==> src/rtl/cpu_ula_issuer.sv <==
// Instruction issuer in front of the ALU: decodes one instruction at a time, reads
// operands from an 8x16 register file, runs the ALU handshake and writes back the result.
module cpu_ula_issuer #(
  parameter int TIMEOUT_CYC = 8,
  parameter int TO_W        = 4
) (
  input  logic        clk,
  input  logic        rst,
  input  logic        instr_valid,
  input  logic [15:0] instr,
  output logic        instr_ready,
  output logic [2:0]  alu_op_code,
  output logic [15:0] alu_src1,
  output logic [15:0] alu_src2,
  input  logic [15:0] alu_result,
  input  logic        alu_done,
  output logic        busy,
  output logic        err_illegal,
  output logic        err_timeout,
  input  logic [2:0]  dbg_rd_addr,
  output logic [15:0] dbg_rd_data
);

  localparam logic [2:0] OP_NOP  = 3'b000;
  localparam logic [2:0] OP_ADD  = 3'b001;
  localparam logic [2:0] OP_ADDI = 3'b010;
  localparam logic [2:0] OP_SUB  = 3'b011;
  localparam logic [2:0] OP_SUBI = 3'b100;
  localparam logic [2:0] OP_MUL  = 3'b101;
  localparam logic [2:0] OP_LDI  = 3'b110;
  localparam logic [2:0] OP_ILL  = 3'b111;

  localparam logic [TO_W-1:0] CNT_LAST = TO_W'(TIMEOUT_CYC - 1);

  typedef enum logic [2:0] {
    S_IDLE,
    S_DECODE,
    S_PREP,
    S_ISSUE,
    S_WAIT,
    S_WB
  } state_t;

  state_t            state_q, state_d;
  logic [15:0]       instr_q, instr_d;
  logic [2:0]        op_q, op_d;
  logic [2:0]        rd_q, rd_d;
  logic [15:0]       opa_q, opa_d;
  logic [15:0]       opb_q, opb_d;
  logic [15:0]       res_q, res_d;
  logic              wr_en_q, wr_en_d;
  logic [TO_W-1:0]   cnt_q, cnt_d;
  logic [2:0]        alu_op_code_q, alu_op_code_d;
  logic [15:0]       alu_src1_q, alu_src1_d;
  logic [15:0]       alu_src2_q, alu_src2_d;
  logic              err_illegal_q, err_illegal_d;
  logic              err_timeout_q, err_timeout_d;
  logic [7:0][15:0]  regs_q, regs_d;

  logic [2:0] dec_op, dec_rd, dec_rs1, dec_rs2;
  logic [6:0] dec_imm7;
  logic [9:0] dec_imm10;

  assign dec_op    = instr_q[15:13];
  assign dec_rd    = instr_q[12:10];
  assign dec_rs1   = instr_q[9:7];
  assign dec_rs2   = instr_q[6:4];
  assign dec_imm7  = instr_q[6:0];
  assign dec_imm10 = instr_q[9:0];

  always_comb begin
    state_d       = state_q;
    instr_d       = instr_q;
    op_d          = op_q;
    rd_d          = rd_q;
    opa_d         = opa_q;
    opb_d         = opb_q;
    res_d         = res_q;
    wr_en_d       = wr_en_q;
    cnt_d         = cnt_q;
    alu_op_code_d = alu_op_code_q;
    alu_src1_d    = alu_src1_q;
    alu_src2_d    = alu_src2_q;
    err_illegal_d = err_illegal_q;
    err_timeout_d = err_timeout_q;
    regs_d        = regs_q;

    case (state_q)
      S_IDLE: begin
        if (instr_valid) begin
          instr_d = instr;
          state_d = S_DECODE;
        end
      end
      S_DECODE: begin
        op_d  = dec_op;
        rd_d  = dec_rd;
        opa_d = regs_q[dec_rs1];
        // imm7 keeps its top bit untouched; the ALU treats it as a sign-magnitude flag
        if (dec_op == OP_ADDI || dec_op == OP_SUBI) opb_d = {9'b0, dec_imm7};
        else                                        opb_d = regs_q[dec_rs2];
        case (dec_op)
          OP_ADD, OP_ADDI, OP_SUB, OP_SUBI, OP_MUL: begin
            wr_en_d = (dec_rd != 3'd0);
            state_d = S_PREP;
          end
          OP_LDI: begin
            res_d   = {6'b0, dec_imm10};
            wr_en_d = (dec_rd != 3'd0);
            state_d = S_WB;
          end
          OP_ILL: begin
            err_illegal_d = 1'b1;
            wr_en_d       = 1'b0;
            state_d       = S_WB;
          end
          default: begin
            wr_en_d = 1'b0;
            state_d = S_WB;
          end
        endcase
      end
      S_PREP: begin
        alu_src1_d    = opa_q;
        alu_src2_d    = opb_q;
        alu_op_code_d = op_q;
        state_d       = S_ISSUE;
      end
      S_ISSUE: begin
        alu_op_code_d = OP_NOP;
        cnt_d         = '0;
        state_d       = S_WAIT;
      end
      S_WAIT: begin
        if (alu_done) begin
          res_d   = alu_result;
          cnt_d   = '0;
          state_d = S_WB;
        end else if (cnt_q == CNT_LAST) begin
          err_timeout_d = 1'b1;
          cnt_d         = '0;
          state_d       = S_IDLE;
        end else begin
          cnt_d = cnt_q + 1'b1;
        end
      end
      S_WB: begin
        if (wr_en_q) regs_d[rd_q] = res_q;
        cnt_d   = '0;
        state_d = S_IDLE;
      end
      default: state_d = S_IDLE;
    endcase
  end

  always_ff @(posedge clk) begin
    if (rst) begin
      state_q       <= S_IDLE;
      instr_q       <= '0;
      op_q          <= '0;
      rd_q          <= '0;
      opa_q         <= '0;
      opb_q         <= '0;
      res_q         <= '0;
      wr_en_q       <= 1'b0;
      cnt_q         <= '0;
      alu_op_code_q <= '0;
      alu_src1_q    <= '0;
      alu_src2_q    <= '0;
      err_illegal_q <= 1'b0;
      err_timeout_q <= 1'b0;
      regs_q        <= '0;
    end else begin
      state_q       <= state_d;
      instr_q       <= instr_d;
      op_q          <= op_d;
      rd_q          <= rd_d;
      opa_q         <= opa_d;
      opb_q         <= opb_d;
      res_q         <= res_d;
      wr_en_q       <= wr_en_d;
      cnt_q         <= cnt_d;
      alu_op_code_q <= alu_op_code_d;
      alu_src1_q    <= alu_src1_d;
      alu_src2_q    <= alu_src2_d;
      err_illegal_q <= err_illegal_d;
      err_timeout_q <= err_timeout_d;
      regs_q        <= regs_d;
    end
  end

  assign instr_ready = (state_q == S_IDLE);
  assign busy        = (state_q != S_IDLE);
  assign alu_op_code = alu_op_code_q;
  assign alu_src1    = alu_src1_q;
  assign alu_src2    = alu_src2_q;
  assign err_illegal = err_illegal_q;
  assign err_timeout = err_timeout_q;
  assign dbg_rd_data = regs_q[dbg_rd_addr];

endmodule

==> config.mk <==
export PLATFORM = sky130hd
export DESIGN_NAME = cpu_ula_issuer
export DESIGN_NICKNAME = d
export VERILOG_FILES = /design/src/rtl/cpu_ula_issuer.sv
export SDC_FILE = /design/constraint.sdc
export NUM_CORES = 1
export LEC_CHECK = 0
export CORE_MARGIN = 3
export CORE_UTILIZATION = 35
export CTS_CLUSTER_SIZE = 8
export DETAILED_ROUTE_END_ITERATION = 10
export GPL_TIMING_DRIVEN = 0
export PLACE_DENSITY = 0.53
export SYNTH_ARGS = -nofsm -noshare
export SYNTH_HDL_FRONTEND = slang
export SYNTH_SLANG_ARGS = --single-unit
==> constraint.sdc <==
create_clock -name clk -period 2.25 [get_ports clk]
set_clock_uncertainty 0.1 [all_clocks]
set_input_delay 0.45 -clock clk [delete_from_list [all_inputs] [get_ports clk]]
set_output_delay 0.45 -clock clk [all_outputs]
set_load 0.03 [all_outputs]
# After elaboration in Yosys (flattened, before gate mapping)
# Cells that the tools add are included.
[op_classes] n_bitwise=1 n_lt_le_gt_ge=5 addsub=1 n_mux=23 reduce_logical=17 n_eq_ne=17
[op_table] cell="16-bit binary-select mux with 3-bit select" n=3
[op_table] cell="128-bit bitwise mux" n=1
[op_table] cell="16-bit two-way mux" n=7
[op_table] cell="16-bit demux with 3-bit select" n=1
[op_table] cell="16-bit case mux with 2 select lines" n=1
[op_table] cell="3-bit equality test, second input constant" n=6
[op_table] cell="3-bit by 4-bit < comparator with 1-bit output, second input constant" n=4
[op_table] cell="3-bit case mux with 5 select lines" n=1
[op_table] cell="3-bit by 2-bit equality test with 1-bit output, second input constant" n=4
[op_table] cell="3-bit two-way mux" n=4
[op_table] cell="4-bit two-way mux" n=2
[op_table] cell="4-bit case mux with 2 select lines" n=1
[op_table] cell="2-bit AND reduction" n=4
[op_table] cell="3-bit by 1-bit equality test with 1-bit output, second input constant" n=2
[op_table] cell="2-bit inequality test, second input constant" n=3
[op_table] cell="3-bit case mux with 2 select lines" n=1
[op_table] cell="3-bit AND reduction" n=2
[op_table] cell="2-bit nonzero test" n=3
[op_table] cell="3-bit nonzero test" n=2
[op_table] cell="6-bit OR reduction" n=1
[op_table] cell="5-bit OR reduction" n=1
[op_table] cell="4-bit by 1-bit adder with 4-bit output, second input constant" n=1
[op_table] cell="4-bit by 3-bit equality test with 1-bit output, second input constant" n=1
[op_table] cell="3-bit by 1-bit >= comparator with 1-bit output, second input constant" n=1
[op_table] cell="other kinds (7)" n=7
[totals] regBits=243

# Longest topological paths before layout
# Gate-level depths: netlist of run 1.
[depth] word_depth=5 ltp_mapped=8 mapped_depth_nobuf=5

# Least setup slack after synthesis of run 1
# Ideal clock, no wire load.
[synth_path] path_kind="in2out" from="in dbg_rd_addr[0]" to="out dbg_rd_data[0]" cell_stages=4 n_path_buf=2 t_arrival_ns=1.838 path_slack_ns=-0.138 required_ns=1.700 path_cell_list="clkbuf_1 buf_2 mux4_2 mux2_2"
[synth_between] elab_chain_cells=2
[synth_rtl] item="start: declaration" line_no="20" source="input logic [2:0] dbg_rd_addr,"
[synth_rtl] item="16-bit binary-select mux with 3-bit select" line_no="199" source="assign dbg_rd_data = regs_q[dbg_rd_addr];"
[synth_rtl] item="16-bit two-way mux (not written as such)" line_no="199"
[synth_rtl] item="end: declaration" line_no="21" source="output logic [15:0] dbg_rd_data"
# No other way between the ends. The select of a mux whose other input is x is not followed.

# Worst setup path in the final report of run 1
[layout_path] from="reg regs_q[63] (netlist name)" to="out dbg_rd_data[15]"
[layout_between] elab_chain_cells=2
[layout_rtl] item="start: declaration" line_no="58" source="logic [7:0][15:0] regs_q, regs_d;"
[layout_rtl] item="start signal: assignment" line_no="188" source="regs_q <= regs_d;"
[layout_rtl] item="16-bit binary-select mux with 3-bit select" line_no="199"
[layout_rtl] item="16-bit two-way mux (not written as such)" line_no="199"
# No other way between the ends. The select of a mux whose other input is x is not followed.

==> results of run 1 <==
synth_stat cells (2+ instances only):
cell type	count
dfxtp_1	243
nor2_1	173
mux2i_1	169
nand2_1	150
mux4_2	88
a21oi_1	76
clkbuf_1	75
buf_2	25
a211oi_1	23
mux2_2	16
o21ai_0	12
nand3_1	11
a22oi_1	9
nor3_1	8
a311oi_1	7
buf_4	7
buf_1	6
nor2b_1	5
a311oi_2	4
nor3b_1	4
nand2b_1	3
nand4b_1	3
o32ai_1	3
and2_1	2
buf_6	2
inv_1	2
nor4b_1	2
or2_2	2
or3_1	2
or4_1	2
per-layer routing:
layer | up-vias | part of all wire | track usage
li1 | 4489 | - | -
met1 | 4770 | 0.44 | 0.2956
met2 | 365 | 0.46 | 0.3589
met3 | 72 | 0.073 | 0.05018
met4 | 2 | 0.027 | 0.06938
met5 | - | 0.00032 | 0
final timing paths:
check,start,end,slack [ns],cells past startpoint
worst max-delay path,regs_q[63],dbg_rd_data[15],-0.08,3
worst min-delay path,alu_src2[10],alu_src2[10],0.35,2
worst max register to register,instr_q[5],opb_q[10],0.06,5
worst min register to register,alu_src2[10],alu_src2[10],0.35,2
flip-flops by register name, indices dropped and copies added, names as in the netlist, 4 cells and up:
name,flops
res_q,16
cnt_q,4
instr_q,16
alu_src2,16
opa_q,16
alu_src1,16
opb_q,16
regs_q,128
cells by family (layout without fill, tap and decap cells):
kind of cell | count (synthesis) | in the layout | synth area share
AO/OA/AOI/OAI | 139 | 139 | 0.07550
XOR/XNOR | 1 | 1 | 0.0007435
adder cells (fa/ha/maj) | 1 | 1 | 0.001062
buffers and inverters | 117 | 308 | 0.04343
flip-flops | 243 | 243 | 0.4129
multiplexers | 273 | 273 | 0.3271
AND/OR/NAND/NOR | 380 | 380 | 0.1393
report_power, final:
part	internal, mW	switching (mW)	leakage (nW)
clock network	3.01	1.86	0.480
registers	4.63	0.231	2.01
logic	1.03	1.85	3.26
cell type report:
type                            instances  area share
Timing Repair Buffer                  154     0.09618
Multi-Input combinational cell        794      0.4298
Inverter                                2   0.0004949
Clock inverter                          3    0.003135
Buffer                                111     0.04405
Tap cell                              442     0.03646
Sequential cell                       243      0.3286
Clock buffer                           38     0.06129
cells in the final DEF, fill, tap and decap left out, types with 6 or more instances in the layout:
master and n:
mux4_2 88, a311oi_1 7, nor2_1 173, clkbuf_16 40, buf_4 72, buf_2 15
a21oi_1 76, dfxtp_2 87, buf_6 19, dfxtp_1 153, a22oi_1 9, mux2i_1 165
o21ai_0 12, a211oi_1 23, clkbuf_2 17, clkbuf_1 51, clkbuf_4 6, clkdlybuf4s50_1 72
nand2_1 150, nor3_1 7, nand3_1 10, mux2_4 16
per-stage QoR:
stage          hold WS [ns]  TNS, ns
3_5_place_dp         0.3469  -101.43
2_1_floorplan        0.3249        0
6_report             0.3503  -0.6425
5_1_grt              0.3660   -1.208
3_3_place_gp         0.3396   -98.63
4_1_cts              0.3541  -0.7939
what timing repair did:
item / 4_1_cts / 5_1_grt
gates resized for setup: 263 / 55
endpoints found under the setup margin: 112 / 142
buffers inserted: 45 / 15
endpoints found under the hold margin: 0 / 0
pin swaps: 1 / 3
cloned: 3 / 0
worst reg2reg max path, cell delays in order, from the launching register on:
cell	delay (ns)
dfxtp_1	0.30
buf_2	0.29
buf_2	0.43
buf_4	0.34
mux2i_1	0.48
o21ai_0	0.13
==> metrics.md, run 1 <==
| Metric | Value |
|---|---|
| Tot GR Track Use | 0.2216 |
| Final Util | 0.4615 |
| Worst vdd rail ir drop | 0.4634 mV |
| WP data required | about 1.7 ns |
| Nets@finish | ~1400 |
| Top cell type's share of synthesized area | 0.4129 |
| Row count | between 60 and 70 |
| Tcrit/Tclk final | 1.033 |
| Tmin final | about 2.3 ns |
| RSZ-0062 raised after global routing | yes |
| Placed insts | 1687 |
| Synth Area per Inst | slightly above 10 um^2 |
| CP Max Fanout | 4 |
| Drt wl/cell | ~23 um |
| WP buf/inv | 1 |
| Area delta synth->final | 28.74% |
| FFs w/ async S/R, synth | 0 |
| CP max stage delay | ~0.47 ns |
| Final WS setup | -0.07534 ns |
| Grt ovf | 0 |
| Drt drc | 0 |
| Non-Filler Instances | 1787 |
| CTS tree | yes |
| Number of global-route vias before repair | 9538 |
| HP Class | reg -> reg |
| Max-slew headroom | 0.5256 |
| Io pins | 94 |
| Clk slew on worst S/H paths | around 0.05 ns |
| Detailed Route WL | between 40 and 50 mm |
| Core area | between 0.03 and 0.04 mm^2 |
| Placement Setup Slack | -1.485 ns |
| DR vias/cell | 5.427 |
| Synthesized flop and latch total | around 240 |
| Fmax | around 430 MHz |
| Fin. max-slew vios | 0 |
| Die height | roughly 190 um |
| Pre-antenna DRT Iters | 5 |
| Synth cell types | 50 |
| Warnings from Yosys | 0 |
| Worst skew pair latency | 0.51 ns |
| Iter 0 DRT Violations | between 700 and 800 |
| CP max-delay cell | mux4_2 |
| Final hold vios | 0 |
| Post-Synthesis Cells | between 1000 and 1500 |
| Dpl cell area | between 0.01 and 0.015 mm^2 |
| Final setup fails | 16 |
| Critical Path AT | approximately 1.8 ns |
| Port Buffers | 91 |
| CTS Buffer Depth | 3 |
| Share of cells above drive strength 1 | 0.2929 |
| Overall power | roughly 13 mW |
| Seq. cell area | roughly 0.005 mm^2 |
| Die area | between 0.03 and 0.04 mm^2 |
| Post-synthesis net count | approximately 1200 |
| Mapped Area | approximately 0.012 mm^2 |
| Largest net degree at the start of global routing | 11 |
| DP HPWL | approximately 28 mm |
| Die width | between 150 and 200 um |
| Vias | a little under 10000 |
| Hold_buf cts | 0 |
| Failing checks | setup timing |
| Worst Setup Start Kind | flop |
| Initial antenna violation count | 1 |
| Ranking of synthesized cells by area | dfxtp_1, mux4_2, mux2i_1 |
| Leak | between 5 and 6 nW |
| Status | complete, but fails checks |
| Post-synthesis sequential area ratio | 0.4129 |
| Number of max-cap violations | 0 |
| Setup CP Type | reg -> out |
| N_diodes | 0 |
| Final Wtd Congestion | roughly 0.86 |
| Crit-path leading delay family | multiplexers |
| CTS Buf Count | 36 |
| Clk sinks | between 200 and 250 |
| Multi-input gate area | roughly 0.0065 mm^2 |
| Final-layout fill cell count | 3210 |
| First-pass GRT wire length | 60.07 mm |
| Power Dens Cells | around 830 mW/mm^2 |
| Post-route design area | approximately 0.015 mm^2 |
| Root buffer cell | clkbuf_16 |
| Critical path endpoint category | output port |
| CP Cell Sequence | mux4_2 -> mux2_4 -> buf_6 |
| Initial Util | 0.3585 |
| Worst-Margin Slew | around 0.7 ns |
| Post-synth EDFFs | 0 |
| Largest area contributor in the netlist | dfxtp_1 |
| Antenna viol nets, final | 0 |
| CTS HTree Levels | 2 |
| Post-synth top flop | dfxtp_1 |
Power figures use the tool's default switching activity.
==> run 2: changes to the inputs <==
Settings changed: CTS_CLUSTER_DIAMETER set to 40, CTS_CLUSTER_SIZE 8 to 40.
==> metrics.md, run 2 (synthesized netlist as in run 1, its figures left out) <==
| Metric | Value |
|---|---|
| Initial antenna violation count | 0 (was 1) |
| RSZ-0062 raised after global routing | yes (unchanged) |
| Final setup fails | 16 (unchanged) |
| Max reg flops | 128 (unchanged) |
| Pre-antenna DRT Iters | 5 (unchanged) |
| Die height | 189.5 um (unchanged) |
| Tot GR Track Use | 0.2204 (was 0.2216) |
| Leak | 5.895 nW (was 5.752 nW) |
| Hold endpoint | alu_src2[10] (unchanged) |
| Worst-Margin Slew | 0.7201 ns (was 0.7115 ns) |
| Post-route design area | 0.01551 mm^2 (was 0.01517 mm^2) |
| Critical Path AT | 1.80 ns (was 1.78 ns) |
| FF-to-FF Start | instr_q[9] (was instr_q[5]) |
| Final hold vios | 0 (unchanged) |
| Hold depth | 2 (unchanged) |
| Tcrit/Tclk final | 1.045 (was 1.033) |
| Share of cells above drive strength 1 | 0.3044 (was 0.2929) |
| Max-slew headroom | 0.5199 (was 0.5256) |
| Hold_sp | alu_src2[10] (unchanged) |
| Initial Util | 0.3585 (unchanged) |
| Setup TNS | -0.9829 ns (was -0.6425 ns) |
| Detailed Route WL | 40.21 mm (was 40.31 mm) |
| Final Wtd Congestion | 0.8637 (unchanged) |
| CP max-delay cell | mux4_2 (unchanged) |
| Worst skew pair latency | 0.53 ns (was 0.51 ns) |
| Die area | 0.03590 mm^2 (unchanged) |
| Worst vdd rail ir drop | 0.5609 mV (was 0.4634 mV) |
| Clk sinks | 243 (unchanged) |
| Number of global-route vias before repair | 9409 (was 9538) |
| Iter 0 DRT Violations | 737 (was 745) |
| Power Dens Cells | 908.5 mW/mm^2 (was 831.6 mW/mm^2) |
| Reg2Reg Capture Point | opa_q[10] (was opb_q[10]) |
| CTS HTree Levels | 2 (unchanged) |
| Status | complete, but fails checks (unchanged) |
| Biggest register | regs_q (unchanged) |
| Clk slew on worst S/H paths | 0.05 ns (about the same) |
| Critical path endpoint category | output port (unchanged) |
| FF-to-FF setup slack | 0.05 ns (was 0.06 ns) |
| DP HPWL | 27.91 mm (unchanged) |
| CP Cell Sequence | mux4_2 -> mux2_4 -> buf_6 (unchanged) |
| Fin. max-slew vios | 0 (unchanged) |
| CP Max Fanout | 2 (was 4) |
| Die width | 189.5 um (unchanged) |
| Failing checks | setup timing (unchanged) |
| Commonest non-fill, non-tap cell in the layout | nor2_1 (unchanged) |
| Commonest non-fill, non-tap cells in the layout | nor2_1, mux2i_1, dfxtp_1 (unchanged) |
| Row count | 66 (unchanged) |
| Drt drc | 0 (unchanged) |
| Number of max-cap violations | 0 (unchanged) |
| CP max stage delay | 0.48 ns (was 0.47 ns) |
| CTS Buf Count | 42 (was 36) |
| Area delta synth->final | 31.67% (was 28.74%) |
| N_diodes | 0 (unchanged) |
| Worst Setup Start Kind | flop (unchanged) |
| Overall power | 14.09 mW (was 12.61 mW) |
| Fmax | 425.2 MHz (was 430.0 MHz) |
| Drt wl/cell | 22.19 um (was 22.55 um) |
| Setup CP Type | reg -> out (unchanged) |
| WP data required | 1.70 ns (about the same) |
| Dpl cell area | 0.01327 mm^2 (unchanged) |
| CTS Buffer Depth | 3 (unchanged) |
| DR vias/cell | 5.326 (was 5.427) |
| Hold_buf cts | 0 (unchanged) |
| HP Class | reg -> reg (unchanged) |
| Vias | 9651 (was 9698) |
| First-pass GRT wire length | 59.77 mm (was 60.07 mm) |
| Port Buffers | 91 (unchanged) |
| Io pins | 94 (unchanged) |
| Worst R2R Path Depth | 5 (unchanged) |
| Root buffer cell | clkbuf_16 (unchanged) |
| CTS tree | yes (unchanged) |
| Largest net degree at the start of global routing | 12 (was 11) |
| Final-layout fill cell count | 3152 (was 3210) |
| Core area | 0.03287 mm^2 (unchanged) |
| Final WS setup | -0.1016 ns (was -0.07534 ns) |
| Grt ovf | 0 (unchanged) |
| Nets@finish | 1377 (was 1382) |
| Antenna viol nets, final | 0 (unchanged) |
| Tmin final | 2.352 ns (was 2.325 ns) |
run 2: how the worst max path moves through the flow:
stage,start,to,slack [ns],cells after the start
6_report,regs_q[53],dbg_rd_data[5],-0.10,3
5_1_grt,regs_q[53],dbg_rd_data[5],-0.12,3
4_1_cts,regs_q[127],dbg_rd_data[15],-0.1,3
3_5_place_dp,dbg_rd_addr[1],dbg_rd_data[15],-1.48,5
3_3_place_gp,dbg_rd_addr[1],dbg_rd_data[15],-1.47,5
2_1_floorplan,state_q[0],instr_q[12],0.02,7
run 2: layer usage:
| metal | vias up | share of wire | track usage |
|---|---|---|---|
| li1 | 4511 | - | - |
| met3 | 74 | 0.075 | 0.05073 |
| met1 | 4725 | 0.43 | 0.2962 |
| met4 | 0 | 0.031 | 0.07734 |
| met5 | - | 0 | 0 |
| met2 | 341 | 0.46 | 0.3497 |
run 2: cell type report:
cell class | count | area, um^2 | share of cell area
multi-input combinational | 794 | 6515 | 0.4200
sequential | 243 | 4990 | 0.3216
timing repair buffer | 143 | 1356 | 0.08743
clock buffer | 55 | 1190 | 0.07670
buffer | 111 | 659.4 | 0.04250
tap | 442 | 553.0 | 0.03565
clock inverter | 22 | 242.7 | 0.01565
inverter | 2 | 7.507 | 0.0004839
run 2: power by group:
group	switching [mW]	internal, mW	leakage (nW)
Clock	2.28	4.10	0.692
Sequential	0.217	4.63	2.01
Combinational	1.85	1.01	3.19
run 2: timing repair:
item,4_1_cts,5_1_grt
pin swaps,1,3
setup buffers,33,17
gates cloned,2,0
resized for setup,250,67
setup endpoints to repair,92,161
run 2: worst max-delay path: cells and delay by family, from the launching register on:
kind                   cells  cell delay (ns)
buffers and inverters      1             0.15
DFF                        1             0.33
muxes                      2             0.80
run 2: per-stage QoR:
stage | std cells | utilization | hold WS [ns] | worst slack, ns
after global routing | 1812 | 0.4720 | 0.3693 | -0.1185
final | 1812 | 0.4720 | 0.3513 | -0.1016
after CTS | 1799 | 0.4660 | 0.3551 | -0.09806
after detailed placement | 1687 | 0.4036 | 0.3469 | -1.485
after floorplan | 1154 | - | 0.3249 | 0.01756
after global placement | 1687 | 0.4036 | 0.3396 | -1.469
==> run 3: changes to the inputs <==
Settings changed: GPL_ROUTABILITY_DRIVEN set to 0.
==> results of run 3 <==
Same layout as run 2: the final DEF is identical, and so are final timing and power.
